$ cat src/rtl/lenet_pkg.sv
// Shared LeNet accelerator definitions: layer-sequencer state encoding and
// default DRAM port widths.
package lenet_pkg;

  typedef enum logic [2:0] {
    ST_IDLE = 3'd0,
    ST_RUN  = 3'd1,
    ST_GAP  = 3'd2,
    ST_DONE = 3'd3,
    ST_ERR  = 3'd7
  } seq_state_t;

  localparam int DATA_WIDTH_DEF = 32;
  localparam int ADDR_WIDTH_DEF = 18;

endpackage

$ cat src/rtl/dram_port_mux.sv
// Forwards the DRAM port of the engine selected by a one-hot vector; an
// all-zero select drives every output to 0.
module dram_port_mux #(
  parameter int NUM_STAGES = 4,
  parameter int DATA_WIDTH = 32,
  parameter int ADDR_WIDTH = 18
) (
  input  logic [NUM_STAGES-1:0]            sel,
  input  logic [NUM_STAGES*DATA_WIDTH-1:0] sub_data_out,
  input  logic [NUM_STAGES*ADDR_WIDTH-1:0] sub_addr_in,
  input  logic [NUM_STAGES*ADDR_WIDTH-1:0] sub_addr_out,
  input  logic [NUM_STAGES-1:0]            sub_en_wr,
  input  logic [NUM_STAGES-1:0]            sub_en_rd,
  output logic [DATA_WIDTH-1:0]            data_out,
  output logic [ADDR_WIDTH-1:0]            addr_in,
  output logic [ADDR_WIDTH-1:0]            addr_out,
  output logic                             dram_en_wr,
  output logic                             dram_en_rd
);

  logic [DATA_WIDTH-1:0] data_arr     [NUM_STAGES];
  logic [ADDR_WIDTH-1:0] addr_in_arr  [NUM_STAGES];
  logic [ADDR_WIDTH-1:0] addr_out_arr [NUM_STAGES];

  genvar gi;
  generate
    for (gi = 0; gi < NUM_STAGES; gi++) begin : g_slice
      assign data_arr[gi]     = sub_data_out[gi*DATA_WIDTH +: DATA_WIDTH];
      assign addr_in_arr[gi]  = sub_addr_in[gi*ADDR_WIDTH +: ADDR_WIDTH];
      assign addr_out_arr[gi] = sub_addr_out[gi*ADDR_WIDTH +: ADDR_WIDTH];
    end
  endgenerate

  // AND-OR selection: one-hot select avoids a wide index decode.
  always_comb begin
    data_out = '0;
    addr_in  = '0;
    addr_out = '0;
    for (int k = 0; k < NUM_STAGES; k++) begin
      if (sel[k]) begin
        data_out = data_out | data_arr[k];
        addr_in  = addr_in  | addr_in_arr[k];
        addr_out = addr_out | addr_out_arr[k];
      end
    end
  end

  assign dram_en_wr = |(sel & sub_en_wr);
  assign dram_en_rd = |(sel & sub_en_rd);

endmodule

$ cat src/rtl/layer_seq.sv
// Runs attached layer engines one after another, owning the shared DRAM port.
// Optional per-stage watchdog enabled by macro LAYER_SEQ_TIMEOUT_EN.
module layer_seq
  import lenet_pkg::*;
#(
  parameter int DATA_WIDTH     = DATA_WIDTH_DEF,
  parameter int ADDR_WIDTH     = ADDR_WIDTH_DEF,
  parameter int NUM_STAGES     = 4,
  parameter int TIMEOUT_CYCLES = 65535,
  parameter int STG_W          = $clog2(NUM_STAGES + 1)
) (
  input  logic                             clk,
  input  logic                             srstn,
  input  logic                             enable,
  input  logic                             abort,
  input  logic [STG_W-1:0]                 num_stages_cfg,
  input  logic [NUM_STAGES-1:0]            sub_done,
  input  logic [NUM_STAGES*DATA_WIDTH-1:0] sub_data_out,
  input  logic [NUM_STAGES*ADDR_WIDTH-1:0] sub_addr_in,
  input  logic [NUM_STAGES*ADDR_WIDTH-1:0] sub_addr_out,
  input  logic [NUM_STAGES-1:0]            sub_en_wr,
  input  logic [NUM_STAGES-1:0]            sub_en_rd,
  output logic [NUM_STAGES-1:0]            sub_en,
  output logic [DATA_WIDTH-1:0]            data_out,
  output logic [ADDR_WIDTH-1:0]            addr_in,
  output logic [ADDR_WIDTH-1:0]            addr_out,
  output logic                             dram_en_wr,
  output logic                             dram_en_rd,
  output logic [STG_W-1:0]                 stage_idx,
  output logic                             busy,
  output logic                             done,
  output logic                             error
);

  localparam logic [STG_W-1:0] MAX_STG = STG_W'(NUM_STAGES);

  seq_state_t       state_reg;
  logic [STG_W-1:0] stage_idx_reg;
  logic [STG_W-1:0] cfg_reg;
  logic [STG_W-1:0] cfg_clamped;
  logic             stage_done;

`ifdef LAYER_SEQ_TIMEOUT_EN
  localparam int TO_W = $clog2(TIMEOUT_CYCLES + 1);
  localparam logic [TO_W-1:0] TO_LAST = TO_W'(TIMEOUT_CYCLES - 1);
  logic [TO_W-1:0] timeout_reg;
`endif

  assign cfg_clamped = (num_stages_cfg > MAX_STG) ? MAX_STG : num_stages_cfg;

  genvar gi;
  generate
    for (gi = 0; gi < NUM_STAGES; gi++) begin : g_en
      assign sub_en[gi] = (state_reg == ST_RUN) && (stage_idx_reg == STG_W'(gi));
    end
  endgenerate

  // Masking with the one-hot enable ignores every done bit but the active one.
  assign stage_done = |(sub_done & sub_en);

  always_ff @(posedge clk) begin
    if (!srstn) begin
      state_reg     <= ST_IDLE;
      stage_idx_reg <= '0;
      cfg_reg       <= '0;
`ifdef LAYER_SEQ_TIMEOUT_EN
      timeout_reg   <= '0;
`endif
    end else begin
      case (state_reg)
        ST_IDLE: begin
          if (enable) begin
            cfg_reg       <= cfg_clamped;
            stage_idx_reg <= '0;
            state_reg     <= (cfg_clamped == '0) ? ST_DONE : ST_RUN;
`ifdef LAYER_SEQ_TIMEOUT_EN
            timeout_reg   <= '0;
`endif
          end
        end
        ST_RUN: begin
          if (abort) begin
            state_reg     <= ST_IDLE;
            stage_idx_reg <= '0;
          end else if (stage_done) begin
            if (stage_idx_reg == cfg_reg - STG_W'(1)) begin
              state_reg <= ST_DONE;
            end else begin
              stage_idx_reg <= stage_idx_reg + STG_W'(1);
              state_reg     <= ST_GAP;
            end
          end
`ifdef LAYER_SEQ_TIMEOUT_EN
          else if (timeout_reg == TO_LAST) begin
            state_reg <= ST_ERR;
          end else begin
            timeout_reg <= timeout_reg + TO_W'(1);
          end
`endif
        end
        ST_GAP: begin
          if (abort) begin
            state_reg     <= ST_IDLE;
            stage_idx_reg <= '0;
          end else begin
            state_reg <= ST_RUN;
`ifdef LAYER_SEQ_TIMEOUT_EN
            timeout_reg <= '0;
`endif
          end
        end
        default: begin
          state_reg     <= ST_IDLE;
          stage_idx_reg <= '0;
        end
      endcase
    end
  end

  assign stage_idx = stage_idx_reg;
  assign busy      = (state_reg == ST_RUN) || (state_reg == ST_GAP);
  assign done      = (state_reg == ST_DONE);
`ifdef LAYER_SEQ_TIMEOUT_EN
  assign error     = (state_reg == ST_ERR);
`else
  assign error     = 1'b0;
`endif

  dram_port_mux #(
    .NUM_STAGES (NUM_STAGES),
    .DATA_WIDTH (DATA_WIDTH),
    .ADDR_WIDTH (ADDR_WIDTH)
  ) u_mux (
    .sel          (sub_en),
    .sub_data_out (sub_data_out),
    .sub_addr_in  (sub_addr_in),
    .sub_addr_out (sub_addr_out),
    .sub_en_wr    (sub_en_wr),
    .sub_en_rd    (sub_en_rd),
    .data_out     (data_out),
    .addr_in      (addr_in),
    .addr_out     (addr_out),
    .dram_en_wr   (dram_en_wr),
    .dram_en_rd   (dram_en_rd)
  );

endmodule

$ cat config.mk
export PLATFORM = sky130hd
export DESIGN_NAME = layer_seq
export DESIGN_NICKNAME = d
export VERILOG_FILES = /design/src/rtl/lenet_pkg.sv /design/src/rtl/dram_port_mux.sv /design/src/rtl/layer_seq.sv
export SDC_FILE = /design/constraint.sdc
export NUM_CORES = 1
export LEC_CHECK = 0
export CORE_AREA = 3 3 143 145
export CTS_BUF_LIST = sky130_fd_sc_hd__clkbuf_8
export CTS_CLUSTER_DIAMETER = 50
export DETAILED_ROUTE_END_ITERATION = 10
export DIE_AREA = 0 0 146 148
export DONT_BUFFER_PORTS = 1
export GPL_ROUTABILITY_DRIVEN = 0
export MAX_ROUTING_LAYER = met4
export PLACE_DENSITY = 0.34
export SLEW_MARGIN = 20
export SYNTH_ARGS = -nofsm -noshare
export SYNTH_HDL_FRONTEND = slang
export SYNTH_SLANG_ARGS = --single-unit
$ cat constraint.sdc
create_clock -name clk -period 4.5 [get_ports clk]
set_input_delay 0.9 -clock clk [delete_from_list [all_inputs] [get_ports clk]]
set_output_delay 0.9 -clock clk [all_outputs]
set_load 0.01 [all_outputs]
==> results.sh, run 1 <==
export IMPL_outcome="did not finish"
export IMPL_stop_stage="detailed routing"
export IMPL_first_error="[ERROR DRT-0255] Maze Route cannot find path of net addr_out[17] in worker of routeBox ( 96600 0 ) ( 146000 48300 )."
export IMPL_numCtsBuffers=3
export IMPL_core_rowCount=51
export IMPL_syn_nets=554
export IMPL_grt_pass1_wl_um=17800
export IMPL_grt_usage=0.111
export IMPL_cts_sinks=8
export IMPL_clockBufferDepth=2
export IMPL_hpwl_um=11500
export IMPL_synth_cells=252
export IMPL_cts_setup_buffers=0
export IMPL_cts_htree_levels=1
export IMPL_portBuffers=0
export IMPL_synth_edf_count=0
export IMPL_grt_overflow_total=0
export IMPL_async_flop_share=0
export IMPL_fp_dieW_um=146
export IMPL_post_cts_resize_count=0
export IMPL_grt_pass1_vias=2494
export IMPL_ctsHoldBuffers=0
export IMPL_grt_max_degree=57
export IMPL_seq_area_frac_synth=0.0762
export IMPL_start_util=0.109
export IMPL_num_io_pins=371
export IMPL_syn_area_um2=2100
export IMPL_synth_warnings=0
export IMPL_synth_main_ff_cell="dfxtp_1"
export IMPL_synth_seq_cells=8
export IMPL_antenna_found_initial=1
export IMPL_dp_cells=487
export IMPL_avgSynthCellArea_um2=8.34
export IMPL_yosys_cell_types_count=35
export IMPL_chipHeight_um=148
export IMPL_cts_root_buf="clkbuf_8"
==> synthesized netlist by cell type, drive strengths merged (3+ instances only) <==
cell	number	area [µm²]
nor2b	3	18.8
clkbuf	31	116
a22o	69	604
dfxtp	8	160
inv	8	30.0
a221o	69	691
ha	11	138
nand2	11	41.3
a22oi	4	30.0
buf	3	16.3
and3	3	18.8
nor3b	3	22.5
==> metal layers <==
metal / GRT usage
met2: 0.171
met1: 0.137
met5: -
met4: 0.0320
met3: 0.0392
==> stage by stage <==
step | util | setup slack, ns | cell area [µm²]
3_3_place_gp | 0.121 | 1.26 | 2350
5_1_grt | 0.124 | 0.742 | 2400
4_1_cts | 0.124 | 0.918 | 2390
3_5_place_dp | 0.121 | 1.18 | 2350
2_1_floorplan | - | 1.80 | 2100
==> cell families after synthesis <==
logic type	share of synthesized area
XOR/XNOR	0.0167
other	0.00178
buffers and inverters	0.0774
adder cells (fa/ha/maj)	0.0655
flip-flops	0.0762
multiplexers	0.00952
AND/OR/NAND/NOR	0.0810
AO/OA/AOI/OAI	0.672
==> run 2: changes to the inputs <==
==> config.mk (replaced) <==
export PLATFORM = sky130hd
export DESIGN_NAME = layer_seq
export DESIGN_NICKNAME = d
export VERILOG_FILES = /design/src/rtl/lenet_pkg.sv /design/src/rtl/dram_port_mux.sv /design/src/rtl/layer_seq.sv
export SDC_FILE = /design/constraint.sdc
export NUM_CORES = 1
export LEC_CHECK = 0
export CORE_AREA = 3 3 142 144
export DETAILED_ROUTE_END_ITERATION = 10
export DIE_AREA = 0 0 145 147
export DONT_BUFFER_PORTS = 1
export GPL_ROUTABILITY_DRIVEN = 0
export PLACE_DENSITY_LB_ADDON = 0.15
export SLEW_MARGIN = 20
export SYNTH_ARGS = -nofsm -noshare
export SYNTH_HDL_FRONTEND = slang
export SYNTH_SLANG_ARGS = --single-unit
==> results.sh, run 2 <==
export IMPL_worst_pin_slew_ns=0.952
export IMPL_seq_area_frac_synth=0.0762
export IMPL_vias=2526
export IMPL_drt_iter0_drc=192
export IMPL_final_min_clock_period_ns=3.49
export IMPL_die_area_um2=21300
export IMPL_syn_nets=554
export IMPL_worstPathCellList="ha_1 > and3_2 > buf_4 > a221o_1"
export IMPL_fp_coreArea_um2=18800
export IMPL_power_leakage_nw=0.822
export IMPL_synth_common_cells="a221o_1, a22o_1, clkbuf_1"
export IMPL_setup_viol=0
export IMPL_critPathSlowestCell="and3_2"
export IMPL_peakVddDrop_mv=0.141
export IMPL_hold_path_end="cfg_reg[2]"
export IMPL_grt_max_degree=63
export IMPL_grt_pass1_wl_um=16700
export IMPL_final_max_slew_violation_count=0
export IMPL_fp_dieW_um=145
export IMPL_wl_um=12100
export IMPL_drc=0
export IMPL_core_rowCount=50
export IMPL_path_clk_slew_ns=0.04
export IMPL_final_net_count=530
export IMPL_pre_cts_slack_ns=1.28
export IMPL_wl_per_cell_um=24.8
export IMPL_start_util=0.112
export IMPL_timing_final_crit_share=0.776
export IMPL_drive_gt1_frac=0.0664
export IMPL_fin_area_um2=2430
export IMPL_cts_sinks=8
export IMPL_cts_root_buf="clkbuf_16"
export IMPL_mostFrequentLayoutCells="a22o_1, a221o_1, nand2_1, ha_1"
export IMPL_maxCapViolations=0
export IMPL_setup_slack_ns=1.01
export IMPL_synth_area_leaders="a221o_1, a22o_1, dfxtp_1, ha_1, clkbuf_1"
export IMPL_hpwl_um=9850
export IMPL_yosys_area_top_type_share=0.329
export IMPL_grt_usage=0.0982
export IMPL_vias_per_cell=5.19
export IMPL_p_int_uw=433
export IMPL_portBuffers=0
export IMPL_setup_worst_path_class="reg -> out"
export IMPL_synth_edf_count=0
export IMPL_fin_hold_ws_ns=0.483
export IMPL_clockBufferDepth=2
export IMPL_numCtsBuffers=3
export IMPL_ff2ff_setup_slack_ns=2.01
export IMPL_slew_headroom=0.365
export IMPL_yosys_cell_types_count=35
export IMPL_power_share_clock=0.179
export IMPL_comb_power_share=0.711
export IMPL_grt_pass1_vias=2525
export IMPL_seq_power_share=0.110
export IMPL_crit_path_start_kind="register"
export IMPL_r2r_start="stage_idx[1]"
export IMPL_synth_warnings=0
export IMPL_async_flop_share=0
export IMPL_num_io_pins=371
export IMPL_ctsHoldBuffers=0
export IMPL_outcome="complete, no violations"
export IMPL_fmax_mhz=286
export IMPL_yosys_area_top_type="a221o_1"
export IMPL_worst_ep_arrival_time_ns=2.59
export IMPL_finalClockSkew_ns=0.000475
export IMPL_syn_to_final_growth_pct=15.6
export IMPL_cts_htree_levels=1
export IMPL_drt_first_pass_iters=4
export IMPL_power_share_switching=0.503
export IMPL_fillers=2146
export IMPL_synth_seq_cells=8
export IMPL_worstHoldStart="cfg_reg[2]"
export IMPL_critical_path_peak_fanout=43
export IMPL_avgSynthCellArea_um2=8.34
export IMPL_p_total_uw=871
export IMPL_cp_slowest_stage_delay_ns=0.83
export IMPL_r2r_end="stage_idx[1]"
export IMPL_synth_main_ff_cell="dfxtp_1"
export IMPL_synth_cells=252
export IMPL_tritoncts="done"
export IMPL_chipHeight_um=147
export IMPL_antenna_found_initial=4
export IMPL_crit_required_ns=3.60
export IMPL_grt_overflow_total=0
export IMPL_post_cts_resize_count=0
export IMPL_hold_path_class="reg -> reg"
export IMPL_setup_tns_ns=0
export IMPL_clk_latency_ns=0.24
export IMPL_rsz0062_at_grt="no"
export IMPL_reg2regPathDepth=6
export IMPL_multi_input_area_um2=1790
export IMPL_place_area_um2=2350
export IMPL_cts_setup_buffers=0
export IMPL_hold_viol_final=0
export IMPL_regArea_um2=160
export IMPL_whs_path_depth=2
export IMPL_net_switching_power_uw=438
export IMPL_syn_area_um2=2100
export IMPL_endpoint_kind="output port"
export IMPL_power_density_nw_per_um2=358
export IMPL_ant_nets=0
run 2: cells by family (layout without fill, tap and decap cells):
logic type,Yosys count,count (layout),synth area share
XOR/XNOR,4,4,0.0167
AND/OR/NAND/NOR,32,32,0.0810
flip-flops,8,8,0.0762
multiplexers,2,2,0.00952
AO/OA/AOI/OAI,152,152,0.672
other,1,2,0.00178
buffers and inverters,42,16,0.0774
adder cells (fa/ha/maj),11,11,0.0655
run 2: stage by stage:
| step | std cells | utilization |
|---|---|---|
| 2_1_floorplan | 252 | - |
| 3_3_place_gp | 483 | 0.125 |
| 3_5_place_dp | 483 | 0.125 |
| 4_1_cts | 486 | 0.129 |
| 5_1_grt | 487 | 0.129 |
| 6_report | 487 | 0.129 |
run 2: final cells by class:
class	count	share of cell area
repair buffers	5	0.0206
inverters	8	0.0124
clock buffers	3	0.0309
diodes	1	0.00103
well taps	260	0.134
flip-flops and latches	8	0.0659
multi-input cells	202	0.735
run 2: metal layers:
layer,GRT usage,wire length (µm),up-vias,part of all wire
li1,-,-,1055,-
met1,0.125,4760,1234,0.39
met2,0.154,5620,210,0.47
met3,0.0392,1410,21,0.12
met4,0.0266,247,6,0.020
met5,0,40,-,0.0033
run 2: power by group through the flow:
stage,combinational (mW),clock (mW),sequential [mW]
2_1_floorplan,0.522,0,0.0943
3_5_place_dp,0.624,0,0.0975
5_1_grt,0.663,0.162,0.0988
3_3_place_gp,0.624,0,0.0971
4_1_cts,0.627,0.160,0.0962
6_report,0.619,0.156,0.0959
run 2: worst max-delay path by stage:
stage | to | start | slack, ns | cells past startpoint
final | addr_out[0] | stage_idx[0] | 1.01 | 4
after global routing | dram_en_rd | stage_idx[0] | 0.81 | 5
after CTS | dram_en_rd | stage_idx[0] | 1.03 | 5
after detailed placement | dram_en_rd | stage_idx[0] | 1.28 | 5
after global placement | addr_in[11] | stage_idx[1] | 1.24 | 5
after floorplan | addr_out[10] | stage_idx[0] | 1.80 | 7
run 2: critical path: cells and delay by family, from the launching register on:
family                     cells  cell delay, ns
AOI/OAI and AO/OA              1            0.32
and+or+nand+nor                1            0.83
buffers and inverters          1            0.47
adders and majority gates      1            0.23
DFF                            1            0.49
Power figures use the tool's default switching activity.
==> run 3: changes to the inputs <==
==> constraint.sdc (replaced) <==
create_clock -name clk -period 2.82 [get_ports clk]
set_input_delay 0.564 -clock clk [delete_from_list [all_inputs] [get_ports clk]]
set_output_delay 0.564 -clock clk [all_outputs]
set_load 0.01 [all_outputs]
==> results.sh, run 3 (synthesis results as in run 2) <==
export IMPL_outcome="complete, no violations"
export IMPL_maxCapViolations=0
export IMPL_start_util=0.112
export IMPL_endpoint_kind="output port"
export IMPL_reg2regPathDepth=7
export IMPL_worst_ep_arrival_time_ns=2.11
export IMPL_grt_pass1_vias=2538
export IMPL_cts_sinks=8
export IMPL_wl_per_cell_um=25.1
export IMPL_die_area_um2=21300
export IMPL_fmax_mhz=374
export IMPL_dp_cells=486
export IMPL_hold_viol_final=0
export IMPL_crit_family="compound AO/OA/AOI/OAI gates"
export IMPL_critical_path_peak_fanout=33
export IMPL_ff2ff_setup_slack_ns=0.57
export IMPL_syn_to_final_growth_pct=17.3
export IMPL_startpoint="stage_idx[1]"
export IMPL_rsz0062_at_grt="no"
export IMPL_cts_htree_levels=1
export IMPL_layout_cells_non_filler=489
export IMPL_cts_root_buf="clkbuf_16"
export IMPL_cts_setup_buffers=0
export IMPL_setup_tns_ns=0
export IMPL_hold_path_class="in -> reg"
export IMPL_crit_path_start_kind="register"
export IMPL_clk_latency_ns=0.23
export IMPL_mostFrequentLayoutCells="a22o_1, a221o_1, nand2_1, ha_1, inv_1"
export IMPL_worstPathCellList="ha_1 > ha_1 > and2_2 > buf_4 > a22o_1 > a221o_1"
export IMPL_hold_path_end="cfg_reg[0]"
export IMPL_grt_overflow_total=0
export IMPL_drt_first_pass_iters=5
export IMPL_critPathSlowestCell="dfxtp_1"
export IMPL_vias_per_cell=5.36
export IMPL_num_io_pins=371
export IMPL_numCtsBuffers=3
export IMPL_finalClockSkew_ns=0.00277
export IMPL_chipHeight_um=147
export IMPL_worst_pin_slew_ns=0.571
export IMPL_setup_viol=0
export IMPL_power_density_nw_per_um2=568
export IMPL_grt_usage=0.0979
export IMPL_whs_path_depth=1
export IMPL_ant_nets=0
export IMPL_clockBufferDepth=2
export IMPL_cp_slowest_stage_delay_ns=0.40
export IMPL_final_min_clock_period_ns=2.67
export IMPL_ctsHoldBuffers=0
export IMPL_portBuffers=0
export IMPL_p_total_mw=1.40
export IMPL_power_leakage_nw=0.842
export IMPL_final_net_count=533
export IMPL_grt_pass1_wl_um=16700
export IMPL_drive_gt1_frac=0.0830
export IMPL_final_max_slew_violation_count=0
export IMPL_drt_iter0_drc=225
export IMPL_vias=2619
export IMPL_wl_um=12300
export IMPL_core_rowCount=50
export IMPL_post_cts_resize_count=0
export IMPL_path_clk_slew_ns=0.04
export IMPL_slew_headroom=0.619
export IMPL_fp_coreArea_um2=18800
export IMPL_crit_buf_inv=1
export IMPL_peakVddDrop_mv=0.267
export IMPL_r2r_start="stage_idx[1]"
export IMPL_setup_worst_path_class="reg -> out"
export IMPL_drc=0
export IMPL_fin_hold_ws_ns=0.469
export IMPL_fp_dieW_um=145
export IMPL_hpwl_um=10200
export IMPL_antennaDiodeCount=0
export IMPL_r2r_end="stage_idx[2]"
export IMPL_crit_required_ns=2.26
export IMPL_tritoncts="done"
export IMPL_cpMostUsedCell="ha_1"
export IMPL_grt_max_degree=50
export IMPL_worstHoldStart="srstn"
export IMPL_antenna_found_initial=3
export IMPL_timing_final_crit_share=0.947
-- run 3: changes by cell type in the layout (fill, tap and decap cells not counted) --
cell     change
buf_4        +2
and3b_2      +1
and3_2       -1
diode_2      -1
and3b_4      -1
buf_12       +1
and3_4       +1
dfxtp_2      +1
dfxtp_1      -1
-- run 3: power breakdown --
part	internal, mW	switching [mW]	leakage, nW
combinational	0.387	0.615	0.739
sequential	0.132	0.0233	0.0656
clock	0.183	0.0582	0.0370
-- run 3: per-layer routing --
metal | routed length (µm) | global-route usage | up-vias
met5 | 39 | 0 | -
li1 | - | - | 1055
met4 | 291 | 0.0238 | 6
met3 | 1620 | 0.0423 | 28
met2 | 5780 | 0.158 | 233
met1 | 4520 | 0.121 | 1297
-- run 3: worst max-delay path by stage --
stage               cells after the start           end  slack (ns)
detailed placement                      6   data_out[4]        0.32
floorplan                               7  addr_out[10]        0.45
global placement                        5   addr_in[17]        0.37
CTS                                     6   data_out[4]        0.08
global route                            5  data_out[18]        0.06
finish                                  6   addr_out[0]        0.15
-- run 3: layout make-up --
cell class	instances	area, µm²
clock buffers	3	75.1
flip-flops and latches	8	161
multi-input cells	202	1790
inverters	8	30.0
repair buffers	8	85.1
well taps	260	325
fillers	2137	16400
-- run 3: stage by stage --
step	worst slack (ns)	util	area [µm²]
after floorplan	0.454	-	2100
after global placement	0.369	0.127	2380
after detailed placement	0.321	0.127	2380
after CTS	0.0760	0.131	2460
after global routing	0.0577	0.131	2460
final	0.148	0.131	2460
